==> src/rtl/letter_scheduler.sv <==
// letter_scheduler: falling-letter slot pool with spawn, movement,
// key hits, bottom-edge misses and the idle/run/over game control.
module letter_scheduler #(
    parameter int SLOTS        = 4,
    parameter int SPAWN_PERIOD = 60,
    parameter int X_MAX        = 440,
    parameter int MISS_LIMIT   = 10
) (
    input  logic                  clk,
    input  logic                  rst_n,
    input  logic                  frame_tick,
    input  logic                  start,
    input  logic [7:0]            gen_ch,
    input  logic [2:0]            gen_speed,
    input  logic [9:0]            gen_y,
    input  logic                  key_valid,
    input  logic [7:0]            key_ch,
    output logic [1:0]            state,
    output logic [SLOTS-1:0]      slot_valid,
    output logic [8*SLOTS-1:0]    slot_ch,
    output logic [9*SLOTS-1:0]    slot_x,
    output logic [10*SLOTS-1:0]   slot_y,
    output logic [3*SLOTS-1:0]    slot_spd,
    output logic                  hit_pulse,
    output logic                  miss_pulse,
    output logic [15:0]           score,
    output logic [7:0]            miss_cnt
);

    localparam int CW = (SPAWN_PERIOD > 1) ? $clog2(SPAWN_PERIOD) : 1;
    localparam logic [CW-1:0] CNT_LAST = CW'(SPAWN_PERIOD - 1);
    localparam logic [9:0]    XLIM     = 10'(X_MAX);
    localparam logic [7:0]    MLIM     = 8'(MISS_LIMIT);

    typedef enum logic [1:0] {
        S_IDLE = 2'd0,
        S_RUN  = 2'd1,
        S_OVER = 2'd2
    } state_t;

    state_t           state_q, state_n;
    logic [SLOTS-1:0] valid_q, valid_n;
    logic [7:0]       ch_q  [SLOTS];
    logic [7:0]       ch_n  [SLOTS];
    logic [8:0]       x_q   [SLOTS];
    logic [8:0]       x_n   [SLOTS];
    logic [9:0]       y_q   [SLOTS];
    logic [9:0]       y_n   [SLOTS];
    logic [2:0]       spd_q [SLOTS];
    logic [2:0]       spd_n [SLOTS];
    logic [CW-1:0]    cnt_q, cnt_n;
    logic [15:0]      score_q, score_n;
    logic [7:0]       miss_q, miss_n;
    logic             hit_q, hit_n;
    logic             mp_q, mp_n;

    logic [SLOTS-1:0] hit_oh;
    logic [SLOTS-1:0] free_oh;
    logic             key_hit;
    logic [8:0]       best_x;
    logic             spawn_go;
    logic [3:0]       nmiss;
    logic [9:0]       x_new;
    logic [8:0]       miss_sum;

    // Next game state; start always (re)enters RUN
    always_comb begin
        state_n = state_q;
        unique case (state_q)
            S_IDLE:  if (start) state_n = S_RUN;
            S_RUN: begin
                if (start)
                    state_n = S_RUN;
                else if (miss_q >= MLIM)
                    state_n = S_OVER;
            end
            S_OVER:  if (start) state_n = S_RUN;
            default: state_n = S_IDLE;
        endcase
    end

    // Game state register
    always_ff @(posedge clk or negedge rst_n) begin
        if (!rst_n)
            state_q <= S_IDLE;
        else
            state_q <= state_n;
    end

    // Key target: live matching slot lowest on screen, lowest index on ties
    always_comb begin
        hit_oh  = '0;
        key_hit = 1'b0;
        best_x  = '0;
        for (int i = 0; i < SLOTS; i++) begin
            if (key_valid && valid_q[i] && ch_q[i] == key_ch &&
                (!key_hit || x_q[i] > best_x)) begin
                hit_oh    = '0;
                hit_oh[i] = 1'b1;
                key_hit   = 1'b1;
                best_x    = x_q[i];
            end
        end
    end

    // Spawn target: lowest-index slot that is empty at cycle start
    always_comb begin
        free_oh = '0;
        for (int i = SLOTS - 1; i >= 0; i--) begin
            if (!valid_q[i]) begin
                free_oh    = '0;
                free_oh[i] = 1'b1;
            end
        end
    end

    // Slot pool update: hit, move/miss and spawn act on disjoint slots
    always_comb begin
        valid_n  = valid_q;
        ch_n     = ch_q;
        x_n      = x_q;
        y_n      = y_q;
        spd_n    = spd_q;
        cnt_n    = cnt_q;
        score_n  = score_q;
        miss_n   = miss_q;
        hit_n    = 1'b0;
        mp_n     = 1'b0;
        spawn_go = 1'b0;
        nmiss    = '0;
        x_new    = '0;
        miss_sum = '0;
        if (start) begin
            valid_n = '0;
            cnt_n   = '0;
            score_n = '0;
            miss_n  = '0;
        end else if (state_q == S_RUN) begin
            if (key_hit) begin
                valid_n = valid_n & ~hit_oh;
                hit_n   = 1'b1;
                if (score_q != 16'hFFFF)
                    score_n = score_q + 16'd1;
            end
            if (frame_tick) begin
                spawn_go = (cnt_q == CNT_LAST);
                cnt_n    = spawn_go ? '0 : cnt_q + 1'b1;
                for (int i = 0; i < SLOTS; i++) begin
                    if (valid_q[i] && !hit_oh[i]) begin
                        x_new = {1'b0, x_q[i]} + {7'd0, spd_q[i]};
                        if (x_new >= XLIM) begin
                            valid_n[i] = 1'b0;
                            nmiss      = nmiss + 4'd1;
                        end else begin
                            x_n[i] = x_new[8:0];
                        end
                    end
                end
                if (nmiss != 4'd0) begin
                    mp_n     = 1'b1;
                    miss_sum = {1'b0, miss_q} + {5'd0, nmiss};
                    miss_n   = miss_sum[8] ? 8'hFF : miss_sum[7:0];
                end
                for (int i = 0; i < SLOTS; i++) begin
                    if (spawn_go && free_oh[i]) begin
                        valid_n[i] = 1'b1;
                        ch_n[i]    = gen_ch;
                        x_n[i]     = '0;
                        y_n[i]     = gen_y;
                        spd_n[i]   = (gen_speed == 3'd0) ? 3'd1 : gen_speed;
                    end
                end
            end
        end
    end

    // Slot pool, spawn counter, tallies and event pulses
    always_ff @(posedge clk or negedge rst_n) begin
        if (!rst_n) begin
            valid_q <= '0;
            cnt_q   <= '0;
            score_q <= '0;
            miss_q  <= '0;
            hit_q   <= 1'b0;
            mp_q    <= 1'b0;
            for (int i = 0; i < SLOTS; i++) begin
                ch_q[i]  <= '0;
                x_q[i]   <= '0;
                y_q[i]   <= '0;
                spd_q[i] <= '0;
            end
        end else begin
            valid_q <= valid_n;
            cnt_q   <= cnt_n;
            score_q <= score_n;
            miss_q  <= miss_n;
            hit_q   <= hit_n;
            mp_q    <= mp_n;
            for (int i = 0; i < SLOTS; i++) begin
                ch_q[i]  <= ch_n[i];
                x_q[i]   <= x_n[i];
                y_q[i]   <= y_n[i];
                spd_q[i] <= spd_n[i];
            end
        end
    end

    // Flatten slot registers onto the renderer-facing buses
    always_comb begin
        slot_ch  = '0;
        slot_x   = '0;
        slot_y   = '0;
        slot_spd = '0;
        for (int i = 0; i < SLOTS; i++) begin
            slot_ch[8*i +: 8]   = ch_q[i];
            slot_x[9*i +: 9]    = x_q[i];
            slot_y[10*i +: 10]  = y_q[i];
            slot_spd[3*i +: 3]  = spd_q[i];
        end
    end

    assign state      = state_q;
    assign slot_valid = valid_q;
    assign hit_pulse  = hit_q;
    assign miss_pulse = mp_q;
    assign score      = score_q;
    assign miss_cnt   = miss_q;

endmodule

==> config.mk <==
export PLATFORM = sky130hd
export DESIGN_NAME = letter_scheduler
export DESIGN_NICKNAME = d
export VERILOG_FILES = /design/src/rtl/letter_scheduler.sv
export SDC_FILE = /design/constraint.sdc
export NUM_CORES = 1
export LEC_CHECK = 0
export CAP_MARGIN = 5
export CORE_UTILIZATION = 53
export DETAILED_ROUTE_END_ITERATION = 12
export PLACE_DENSITY = 0.92
export SYNTH_ARGS = -nofsm -noshare
export SYNTH_HDL_FRONTEND = slang
export SYNTH_SLANG_ARGS = --single-unit
==> constraint.sdc <==
create_clock -name clk -period 11.1 [get_ports clk]
set_clock_uncertainty 0.2 [all_clocks]
set_input_delay 2.775 -clock clk [delete_from_list [all_inputs] [get_ports clk]]
set_output_delay 2.775 -clock clk [all_outputs]
set_load 0.01 [all_outputs]
=== After elaboration in Yosys (flattened, before gate mapping) ===
Index checks and enable logic that the tools add are counted.

* Output and inout port bits: 152
* Bits in registers: 158
* Word-level logic and storage cells: 200
* Input port bits: 34

* Bitwise logic cells: 3
* Muxes and demuxes: 88
* Eq/ne operators: 14
* Magnitude comparators: 8
* Add/subtract/negate cells: 10
* Reductions and logical operators: 54

{| class="wikitable"
|+ Operators with widths
! operator !! number
|-
| 2-to-1 mux 9 bit || 15
|-
| 2-to-1 mux 4 bit || 29
|-
| 2-to-1 mux 16 bit || 4
|-
| adder 9 x 3 -> 10 bit || 4
|-
| >= comparator 10 x 9 -> 1 bit, second input constant || 4
|-
| 2-to-1 mux 8 bit || 5
|-
| == test 8 bit || 4
|-
| > comparator 9 bit || 3
|-
| 2-to-1 mux 1 bit || 26
|-
| 2-to-1 mux 6 bit || 4
|-
| AND reduction 5 bit || 4
|-
| logical AND 1 bit || 19
|-
| nonzero test 2 bit || 9
|-
| adder 16 x 1 -> 16 bit, second input constant || 1
|-
| inequality test 16 bit, second input constant || 1
|-
| AND reduction 4 bit || 4
|-
| adder 4 x 1 -> 4 bit, second input constant || 3
|-
| inequality test 2 x 1 -> 1 bit, second input constant || 5
|-
| adder 8 x 4 -> 9 bit || 1
|-
| >= comparator 8 x 4 -> 1 bit, second input constant || 1
|-
| logical NOT 1 bit || 7
|-
| adder 6 x 1 -> 6 bit, second input constant || 1
|-
| == test 6 bit, second input constant || 1
|-
| 2-to-1 mux 2 bit || 3
|-
| 15 further kinds || 19
|}

=== Logic depth before layout (Yosys ltp) ===
Gate-level depths: netlist (run 1).

* Depth after elaboration: 45
* Gate-level depth with buffers: 47
* Depth with buffers taken out: 43

=== Least setup slack after synthesis (run 1) ===
No wires, ideal clock.

* Path type: input -> register
* From: input key_ch[4]
* To: register miss_q[5], in the netlist miss_cnt[5]
* Setup slack: -1309 ps
* Data required time: 10780 ps
* Library setup time: 120 ps
* Arrival: 12089 ps
* Stages on the path: 44
* Path buffers: 4
* Cell sequence: buf_2 > xnor2_1 > nand4_1 > nor3_2 > clkbuf_1 > nand2_1 > ha_1 > and3_1 > o21a_1 > nor4_1 > o21a_1 > nor2_1 > clkbuf_1 > a21oi_1 > ha_1 > nand4_1 > or3_1 > o211ai_1 > [... 8 more ...] > o22a_1 > nand3_1 > nor2b_1 > ha_1 > a211oi_4 > inv_1 > ha_1 > mux2_2 > ha_1 > nand3_1 > o211ai_1 > fa_1 > a21o_1 > a21o_1 > and2_1 > nand4_1 > nand4_1 > and3_1

* Cells in the longest elaborated chain, start to end: 45
* Elaborated cells on any way between the ends: 69
* Classes of those cells: add/sub: 4; order compare: 3; eq/ne: 4; mux: 34; reduce/logical: 24

{| class="wikitable"
|+ RTL lines
! item !! RTL line !! source
|-
| from (decl) || 17 || <nowiki>input logic [7:0] key_ch,</nowiki>
|-
| == test 8 bit || 96 || <nowiki>if (key_valid && valid_q[i] && ch_q[i] == key_ch &&</nowiki>
|-
| logical AND 1 bit || 96 ||
|-
| 2-to-1 mux 9 bit or 2-to-1 mux 1 bit (tied branches) || 96 ||
|-
| > comparator 9 bit or logical NOT 1 bit (tied branches) || 97 || <nowiki>(!key_hit || x_q[i] > best_x)) begin</nowiki>
|-
| logical OR 1 bit || 97 ||
|-
| logical AND 1 bit || 96 ||
|-
| 2-to-1 mux 9 bit or 2-to-1 mux 1 bit (tied branches) || 96 ||
|-
| > comparator 9 bit or logical NOT 1 bit (tied branches) || 97 ||
|-
| [... 29 more ...] || -- ||
|-
| 2-to-1 mux 4 bit (*) || 138 || <nowiki>end else if (state_q == S_RUN) begin</nowiki>
|-
| 2-to-1 mux 4 bit (*) || 133 || <nowiki>if (start) begin</nowiki>
|-
| adder 8 x 4 -> 9 bit || 161 || <nowiki>miss_sum = {1'b0, miss_q} + {5'd0, nmiss};</nowiki>
|-
| 2-to-1 mux 8 bit || 162 || <nowiki>miss_n = miss_sum[8] ? 8'hFF : miss_sum[7:0];</nowiki>
|-
| 2-to-1 mux 8 bit || 159 || <nowiki>if (nmiss != 4'd0) begin</nowiki>
|-
| 2-to-1 mux 8 bit || 145 || <nowiki>if (frame_tick) begin</nowiki>
|-
| 2-to-1 mux 8 bit || 138 ||
|-
| 2-to-1 mux 8 bit || 133 ||
|-
| to (signal assigned) || 196 || <nowiki>miss_q <= miss_n;</nowiki>
|-
| to (decl) || 53 || <nowiki>logic [7:0] miss_q, miss_n;</nowiki>
|}

Every way passes the cells marked *; elsewhere a longest branch is shown, timed or not. The select of a mux whose other input is x is not followed.
A chain may end at the register's enable or synchronous reset.

=== Worst setup path after layout (run 1) ===
* From: input key_ch[3]
* To: register miss_q[5], in the netlist miss_cnt[5]

The elaborated chain is that of the path after synthesis.

==> metrics.csv, run 1 <==
stage,metric,value,unit
worst_setup_path,critical_path_class,in2reg,
global_routing,grt_max_degree,97,
synthesis,synth_ff_type,dfrtp_1,
die,die-area,18060,sq um
final_layout,syn2layout_area_growth,42.60,%
global_routing,overflow,0,
final_layout,drive_above_1_share,27.15,%
worst_setup_path,slowest_stage,or4_4,
timing,hold_viol,0,
power,p_clk_share,48.1,%
timing,slew_viol_final,0,
cts,cts_buffers,17,
synthesis,postSynthAreaPerCell,10.01,sq um
power,p_int,936.5,uW
placement,numPortBuffers,185,
cts,path_clk_slew,0.07,ns
final_layout,finish.net_count,1286,
worst_setup_path,crit_family,simple AND/OR/NAND/NOR gates,
status,failed_checks,setup timing,
die,num_rows,48,
placement,placement.setup.worst_slack,-0.8032,ns
worst_setup_path,cp_slowest_stage_delay,0.50,ns
die,core_area,17180,sq um
worst_setup_path,required,11.23,ns
worst_setup_path,critPathMaxFanout,8,
power,switchingPower,304.7,uW
synthesis,synth_edf_count,0,
cts,numClockSinks,158,
final_layout,diodes,0,
cts,clock-root-buffer,clkbuf_16,
die,initial_core_util,54.07,%
placement,place_congestion,0.9261,
route,dr.pass1.iters,5,
synthesis,syn-cell-area,9288,sq um
timing,period_needed,11.42,ns
worst_setup_path,critPathLaunchType,input pin,
route,drtIter0Drc,775,
global_routing,grt_pass1_vias,9174,
cts,htree_levels,4,
worst_setup_path,crit_buf_inv,4,
timing,fin_crit_sh,102.9,%
synthesis,yosys_warnings,0,
route,drc,0,
worst_hold_path,min_path_type,reg2reg,
power,ir_worst_vdd,0.1049,mV
route,wl,30.75,mm
power,leakagePower,0.005852,uW
worst_setup_path,crit_arrival,11.55,ns
timing,layout_setup_ws,-0.3171,ns
synthesis,syn_nets,1015,
die,die_x,134.4,um
placement,dp_hpwl,19.33,mm
synthesis,async_flop_share,100.0,%
power,pwr-share-comb,5.3,%
timing,setup_violations,8,
route,drtAntennaViolNets,0,
power,p_sw_share,24.55,%
status,status,"complete, but fails checks",
synthesis,synth_cell_types,68,
global_routing,antenna_found_initial,1,
synthesis,ys_seq_area_share,42.57,%
die,die_y,134.4,um
timing,slew_headroom,12.49,%
global_routing,grt_pass1_wl,47.13,mm
synthesis,syn_inst,928,
power,power,1241,uW
timing,rsz0062_at_grt,true,
final_layout,fin_util,77.11,%
route,via_per_inst,6.292,
synthesis,ys_seq_elements,158,
power,powerDensity,93.71,nW/um^2
flow_run,maxCapViolCount,0,
worst_setup_path,end_kind,register,
route,wl_per_cell,21.40,um
cts,clock_latency,0.45,ns
power,p_seq_share,46.6,%
cts,cts.path.max_buffers,2,
timing,worstMarginPinSlew,1.303,ns
route,vias,9042,
global_routing,grtUsageTotal,33.68,%
die,ioPinCount,186,
timing,max_freq,87.59,MHz
cts,cts_tree,done,
## stage by stage
stage	TNS (ns)	area [sq um]	std cells	hold WS (ns)
4_1_cts	-0.006645	12910	1429	0.3145
2_1_floorplan	-1.694	9562	928	0.2899
5_1_grt	-3.675	13240	1437	0.3299
6_report	-2.103	13240	1437	0.3150
3_3_place_gp	-3.302	11960	1363	0.2864
3_5_place_dp	-6.158	11960	1363	0.2955
## repair_timing
action                     4_1_cts  5_1_grt
setup buffers                   32       12
gates cloned                     2        0
setup endpoints to repair        9        9
pin swaps                       37       38
resized for setup               60       53
hold buffers                     0        0
## cells in the mapped netlist, types with 6 or more instances
| master | n | share of area [%] |
|---|---|---|
| clkbuf_1 | 30 | 1.2 |
| nor2b_1 | 17 | 1.1 |
| a21oi_1 | 46 | 2.5 |
| mux2_2 | 86 | 10 |
| dfrtp_1 | 158 | 43 |
| o21a_1 | 8 | 0.65 |
| nand4_1 | 24 | 1.6 |
| nand3_1 | 36 | 1.9 |
| buf_2 | 8 | 0.43 |
| o211ai_1 | 12 | 0.97 |
| and2_1 | 6 | 0.40 |
| o21ai_0 | 57 | 3.1 |
| ha_1 | 48 | 6.5 |
| nand2b_1 | 8 | 0.54 |
| inv_1 | 39 | 1.6 |
| o41ai_1 | 9 | 0.85 |
| xnor2_1 | 39 | 3.7 |
| nand2_1 | 73 | 3.0 |
| nor3_1 | 11 | 0.59 |
| xor2_1 | 16 | 1.5 |
| and3_1 | 11 | 0.74 |
| a21o_1 | 13 | 1.1 |
| o31ai_1 | 20 | 1.6 |
| nor2_1 | 65 | 2.6 |
## cells in the final DEF (no fill, tap or decap), types with 13 or more instances in the layout
master           count
clkdlybuf4s50_1    175
dfrtp_1            158
buf_4              103
mux2_2              80
nand2_1             65
nor2_1              60
o21ai_0             54
inv_1               38
a21oi_1             35
nand3_1             32
ha_1                32
xnor2_1             30
nand4_1             24
o31ai_1             19
clkbuf_16           17
nor2b_1             16
xor2_1              16
ha_4                16
a21oi_2             13
a21o_1              13
## routing by layer
layer | vias to the layer above | share of wire (%) | GRT usage (%)
met1 | 4436 | 38 | 39.26
met2 | 547 | 48 | 56.36
met4 | 2 | 5.0 | 17.79
met3 | 159 | 8.7 | 9.562
met5 | - | 0.033 | 0
li1 | 3898 | - | -
## registers in the layout, summed over array words and instances, names as in the netlist
register	flops
cnt_q	6
hit_pulse	1
miss_cnt	8
miss_pulse	1
score	16
slot_ch	32
slot_spd	12
slot_valid	4
slot_x	36
slot_y	40
state	2
## area by class of cell
type	instances	area, sq um
Multi-Input combinational cell	687	5584
Sequential cell	158	3954
Fill cell	1027	3933
Timing Repair Buffer	294	2681
Clock buffer	20	466.7
Tap cell	225	281.5
Inverter	41	153.9
Clock inverter	12	122.6
## power by group through the flow
stage               clock network [uW]  registers [uW]  logic, uW
floorplan                            0             589       23.3
global placement                     0             589       58.3
detailed placement                   0             589       60.3
CTS                                598             579       61.8
global route                       621             578       71.3
finish                             596             579       66.0
## logic make-up after synthesis
group | after synthesis | share of synthesized area [%]
flip-flops | 158 | 42.57
buffers and inverters | 84 | 3.907
multiplexers | 92 | 11.09
XOR/XNOR | 55 | 5.187
adder cells (fa/ha/maj) | 54 | 7.652
AO/OA/AOI/OAI | 206 | 14.82
AND/OR/NAND/NOR | 279 | 14.78
## final timing paths
| path | endpoint | slack, ns | depth (start not counted) | start |
|---|---|---|---|---|
| worst max-delay path | miss_cnt[5] | -0.32 | 44 | key_ch[3] |
| worst min-delay path | slot_y[16] | 0.32 | 1 | slot_y[16] |
| worst max register to register | miss_cnt[5] | 1.64 | 43 | slot_ch[3] |
| worst min register to register | slot_y[16] | 0.32 | 1 | slot_y[16] |
| max in group asynchronous | slot_y[23] | 7.17 | 2 | rst_n |
| min in group asynchronous | slot_x[14] | 2.22 | 1 | rst_n |
Power figures use the tool's default switching activity.
==> run 2, diff against run 1 <==
- CELL_PAD_IN_SITES_DETAIL_PLACEMENT: default -> 1
- CELL_PAD_IN_SITES_GLOBAL_PLACEMENT: default -> 2
- CORE_UTILIZATION: 53 -> 33
- SLEW_MARGIN: default -> 10
==> run 2 against run 1 <==
Net effect:
- the run still ends with setup timing left
- die area rose by 60%
- worst setup slack improved by 0.0067 ns
- global-route usage fell by 11 points
- clock power rose by 1%
- sequential share of layout area fell by 0.35 points
- count of clock-buffer cells in the layout fell by 3
- final cell count rose by 9.8%
- critical path type unchanged
==> metrics.csv, run 2 (synthesized netlist as in run 1, its figures left out) <==
stage,metric,value,unit
global_routing,grt_pass1_vias,8816,
route,drtIter0Drc,364,
final_layout,syn2layout_area_growth,44.31,%
final_layout,layout_commonest_cell,clkdlybuf4s50_1,
die,core_area,27710,sq um
worst_setup_path,critical_path_class,in2reg,
flow_run,maxCapViolCount,0,
timing,worstMarginPinSlew,1.049,ns
power,switchingPower,340.1,uW
cts,cts_tree,done,
power,p_clk_share,48.5,%
worst_setup_path,end_kind,register,
die,die_y,169.8,um
timing,timing.hold.ws,0.3040,ns
power,powerDensity,92.98,nW/um^2
worst_setup_path,critPathMaxFanout,8,
worst_setup_path,crit_arrival,11.53,ns
cts,numClockSinks,158,
timing,slew_viol_final,0,
timing,rsz0062_at_grt,true,
route,dr.pass1.iters,4,
status,status,"complete, but fails checks",
route,drtAntennaViolNets,0,
timing,max_freq,87.64,MHz
final_layout,num-fill-cells,3044,
cts,path_clk_slew,0.07,ns
global_routing,grtUsageTotal,22.23,%
power,power,1246,uW
final_layout,diodes,0,
power,p_seq_share,46.4,%
final_layout,final_cell_mix,"clkdlybuf4s50_1, dfrtp_1, buf_4",
timing,setup_violations,8,
global_routing,grt_max_degree,101,
power,ir_worst_vdd,0.06969,mV
power,pwr-share-comb,5.1,%
worst_setup_path,slowest_stage,or4_4,
final_layout,drive_above_1_share,26.42,%
die,die-area,28820,sq um
power,p_sw_share,27.29,%
status,failed_checks,setup timing,
final_layout,finish.net_count,1274,
worst_setup_path,cp_slowest_stage_delay,0.59,ns
route,wl_per_cell,21.03,um
die,initial_core_util,33.52,%
timing,period_needed,11.41,ns
timing,fin_setup_tns,-2.076,ns
route,drc,0,
timing,slew_headroom,30.09,%
global_routing,grt_pass1_wl,49.47,mm
route,wl,33.19,mm
final_layout,fin_util,48.38,%
die,num_rows,61,
cts,cts_buffers,17,
route,via_per_inst,5.343,
worst_setup_path,critPathLaunchType,input pin,
timing,hold_viol,0,
placement,numPortBuffers,185,
timing,fin_crit_sh,102.8,%
power,p_int,906.0,uW
timing,layout_setup_ws,-0.3105,ns
final_layout,largest_register_ffs,40,
placement,dp_hpwl,22.89,mm
die,ioPinCount,186,
global_routing,antenna_found_initial,0,
worst_hold_path,min_path_type,reg2reg,
worst_setup_path,required,11.22,ns
cts,clock_latency,0.44,ns
route,vias,8431,
placement,place_congestion,0.8660,
worst_setup_path,cp_common_cell,ha_4,
cts,cts.path.max_buffers,2,
cts,htree_levels,4,
cts,clock-root-buffer,clkbuf_16,
die,die_x,169.8,um
global_routing,overflow,0,
power,leakagePower,0.005828,uW
run 2: changes by cell type in the layout (fill, tap and decap cells not counted), sizes merged:
| cell | delta |
|---|---|
| buf | -18 |
| inv | +2 |
| clkinvlp | -2 |
| bufinv | -1 |
| dlygate4sd2 | -1 |
| clkbuf | +3 |
| dlymetal6s2s | +1 |
| clkinv | +4 |
run 2: metal layers:
layer	track usage (%)	part of all wire, %
met4	7.677	2.6
met5	0	0
met3	5.434	5.4
met2	37.87	50
met1	27.29	42
run 2: metrics by stage:
step | std cells | worst slack [ns] | cell area [sq um]
after global routing | 1578 | -0.6337 | 13400
after global placement | 1526 | -0.6364 | 12240
after floorplan | 928 | -0.3360 | 9562
after detailed placement | 1526 | -0.8374 | 12240
after CTS | 1561 | -0.3268 | 12880
final | 1578 | -0.3105 | 13400
run 2: final timing paths:
| check | cells after the start | end | slack [ns] | from |
|---|---|---|---|---|
| worst max-delay path | 42 | miss_cnt[6] | -0.31 | key_ch[5] |
| worst min-delay path | 1 | slot_y[13] | 0.30 | slot_y[13] |
| worst max register to register | 41 | miss_cnt[6] | 1.66 | slot_ch[4] |
| worst min register to register | 1 | slot_y[13] | 0.30 | slot_y[13] |
| max in group asynchronous | 2 | slot_x[30] | 7.10 | rst_n |
| min in group asynchronous | 1 | score[13] | 2.22 | rst_n |
run 2: final cells by class:
class	instances	area [sq um]	share of cell area [%]
Inverter	41	153.9	1.148
Sequential cell	158	3954	29.50
Timing Repair Buffer	282	2659	19.84
Multi-Input combinational cell	687	5573	41.58
Clock buffer	17	425.4	3.174
Clock inverter	15	165.2	1.232
Tap cell	378	473.0	3.529
run 2: repair_timing:
action	in CTS	in global routing
hold endpoints to repair	0	0
pin swaps	13	54
buffers inserted	2	16
setup endpoints to repair	9	9
cloned	1	2
hold buffers	0	0
gates resized for setup	7	97
run 2: power groups by stage:
stage | Clock (uW) | Sequential (uW) | Combinational, uW
after floorplan | 0 | 589 | 23.3
after global routing | 639 | 578 | 71.3
after global placement | 0 | 589 | 61.3
after detailed placement | 0 | 590 | 63.0
after CTS | 618 | 578 | 63.4
final | 604 | 578 | 64.0
run 2: worst max-delay path, delay by kind of cell:
kind | cells | cell delay, ns
AOI/OAI and AO/OA | 10 | 1.75
xor gates and xnor gates | 1 | 0.14
adders and majority gates | 7 | 2.02
buffers and inverters | 6 | 0.63
muxes | 4 | 1.26
and+or+nand+nor | 14 | 2.93
==> run 3, diff against run 2 <==
- CORE_UTILIZATION: 33 -> 35
- PLACE_DENSITY: 0.92 -> 0.95
- clock period: 11.1 -> 14.8 ns (I/O delays scaled with it)
==> run 3 against run 2 <==
Net effect:
- sequential cell count unchanged
- register-to-register slack better by 2.7 ns
- count of clock-buffer cells in the layout is the same
- first-iteration DRC count shrank 0.82%
- the run now ends clean
==> metrics.csv, run 3 (synthesized netlist as in run 1, its figures left out) <==
stage,metric,value,unit
worst_setup_path,reg2reg_setup_slack,4.35,ns
final_layout,final_cell_mix,"clkdlybuf4s50_1, dfrtp_1, mux2_2",
worst_setup_path,r2r_cells,41,
worst_setup_path,cp_common_cell,ha_1,
worst_setup_path,required,14.92,ns
power,p_clk_share,49.3,%
cts,clock_latency,0.44,ns
route,via_per_inst,5.346,
worst_hold_path,min_path_type,reg2reg,
global_routing,grtUsageTotal,22.73,%
global_routing,grt_pass1_vias,8365,
flow_run,maxCapViolCount,0,
die,initial_core_util,35.64,%
power,p_seq_share,46.3,%
final_layout,layout_commonest_cell,clkdlybuf4s50_1,
route,wl_per_cell,20.43,um
cts,numClockSinks,158,
global_routing,overflow,0,
timing,slew_viol_final,0,
timing,fin_crit_sh,93.51,%
final_layout,diodes,0,
cts,post_cts_buffers,0,
timing,period_needed,13.84,ns
route,vias,7746,
timing,slew_headroom,28.53,%
die,die_y,164.9,um
cts,htree_levels,4,
final_layout,num-fill-cells,2921,
timing,hold_viol,0,
die,die-area,27190,sq um
die,core_area,26060,sq um
power,powerDensity,77.76,nW/um^2
worst_setup_path,crit_arrival,13.96,ns
timing,max_freq,72.26,MHz
power,p_int,702.8,uW
global_routing,grt_max_degree,83,
worst_setup_path,r2r-start,slot_ch[4],
route,drtIter0Drc,361,
cts,postCtsHoldBufs,0,
worst_setup_path,critical_path_class,in2reg,
cts,cts-resized-gates,0,
timing,setup_violations,0,
cts,cts_buffers,17,
route,wl,29.61,mm
global_routing,antenna_found_initial,0,
die,num_rows,59,
worst_setup_path,critPathMaxFanout,17,
timing,worstMarginPinSlew,1.072,ns
worst_hold_path,min_to,slot_y[18],
power,switchingPower,234.8,uW
final_layout,largest_register_ffs,40,
cts,clock-root-buffer,clkbuf_16,
cts,path_clk_slew,0.07,ns
final_layout,fin_util,46.27,%
worst_hold_path,worstHoldStart,slot_y[18],
route,drtAntennaViolNets,0,
die,ioPinCount,186,
worst_setup_path,r2r_end,miss_cnt[5],
cts,cts_tree,done,
placement,place_congestion,0.8723,
power,p_sw_share,25.04,%
worst_setup_path,critPathLaunchType,input pin,
worst_setup_path,cp_slowest_stage_delay,0.56,ns
power,leakagePower,0.005178,uW
route,dr.pass1.iters,4,
final_layout,drive_above_1_share,13.46,%
worst_setup_path,slowest_stage,or4_1,
timing,fin_setup_tns,0,ns
die,die_x,164.9,um
route,drc,0,
worst_hold_path,hold_depth,1,
worst_setup_path,end_kind,register,
cts,cts.path.max_buffers,2,
power,ir_worst_vdd,0.05737,mV
timing,rsz0062_at_grt,false,
placement,dp_hpwl,21.92,mm
status,status,completed,
final_layout,finish.net_count,1189,
power,power,937.6,uW
power,pwr-share-comb,4.4,%
final_layout,syn2layout_area_growth,29.83,%
placement,numPortBuffers,185,
global_routing,grt_pass1_wl,47.13,mm
run 3: changes by cell type in the layout (fill, tap and decap cells not counted), moves of 5 or more:
cell,change
a21oi_1,+10
a21oi_2,-7
buf_4,-75
buf_6,-6
clkdlybuf4s50_1,+9
ha_1,+18
ha_4,-16
mux2_2,+6
mux2_4,-7
nand2_1,+7
nor2_1,+8
nor2_4,-5
xnor2_1,+8
xnor2_2,-5
run 3: area by class of cell:
cell class | count | area (sq um) | area share (%)
flip-flops and latches | 158 | 3954 | 32.79
clock inverters | 14 | 170.2 | 1.411
inverters | 41 | 153.9 | 1.276
multi-input cells | 686 | 4985 | 41.34
repair buffers | 198 | 1951 | 16.18
clock buffers | 17 | 425.4 | 3.528
well taps | 335 | 419.2 | 3.476
run 3: worst max path at each step:
stage,slack [ns],cells past startpoint,endpoint,from
after floorplan,1.47,44,miss_cnt[5],key_ch[4]
after global placement,0.46,42,miss_cnt[5],key_ch[4]
after detailed placement,0.06,43,miss_cnt[5],key_ch[4]
after CTS,0.48,43,miss_cnt[5],key_ch[4]
after global routing,0.13,43,miss_cnt[5],key_ch[4]
final,0.96,42,miss_cnt[5],key_ch[4]
run 3: routing by layer:
layer	global-route usage [%]	vias to the layer above	routed length, um	share of wire [%]
met5	0	-	0	0
met4	4.796	0	252	0.85
met3	6.605	19	1888	6.4
met2	39.19	175	14700	50
met1	27.99	3871	12770	43
li1	-	3681	-	-
run 3: worst max-delay path, delay by kind of cell:
family,cells,cell delay (ns)
fa+ha+maj,7,2.33
simple gates,16,3.15
xor+xnor,1,0.27
compound gates,13,2.96
buf+inv,3,0.87
mux,2,0.67
run 3: power groups by stage:
stage | registers [uW] | clock network (uW) | logic, uW
2_1_floorplan | 442 | 0 | 16.1
5_1_grt | 434 | 487 | 46.2
3_5_place_dp | 442 | 0 | 42.3
6_report | 434 | 462 | 41.4
3_3_place_gp | 442 | 0 | 41.2
4_1_cts | 434 | 473 | 42.5
run 3: through the flow:
stage / instance area (sq um) / instances / hold slack [ns] / setup slack, ns
finish: 12060 / 1449 / 0.3083 / 0.9613
global placement: 11450 / 1418 / 0.2865 / 0.4589
floorplan: 9288 / 928 / 0.2899 / 1.466
detailed placement: 11450 / 1418 / 0.2965 / 0.05865
global route: 12060 / 1449 / 0.3248 / 0.1267
CTS: 12050 / 1449 / 0.3106 / 0.4789
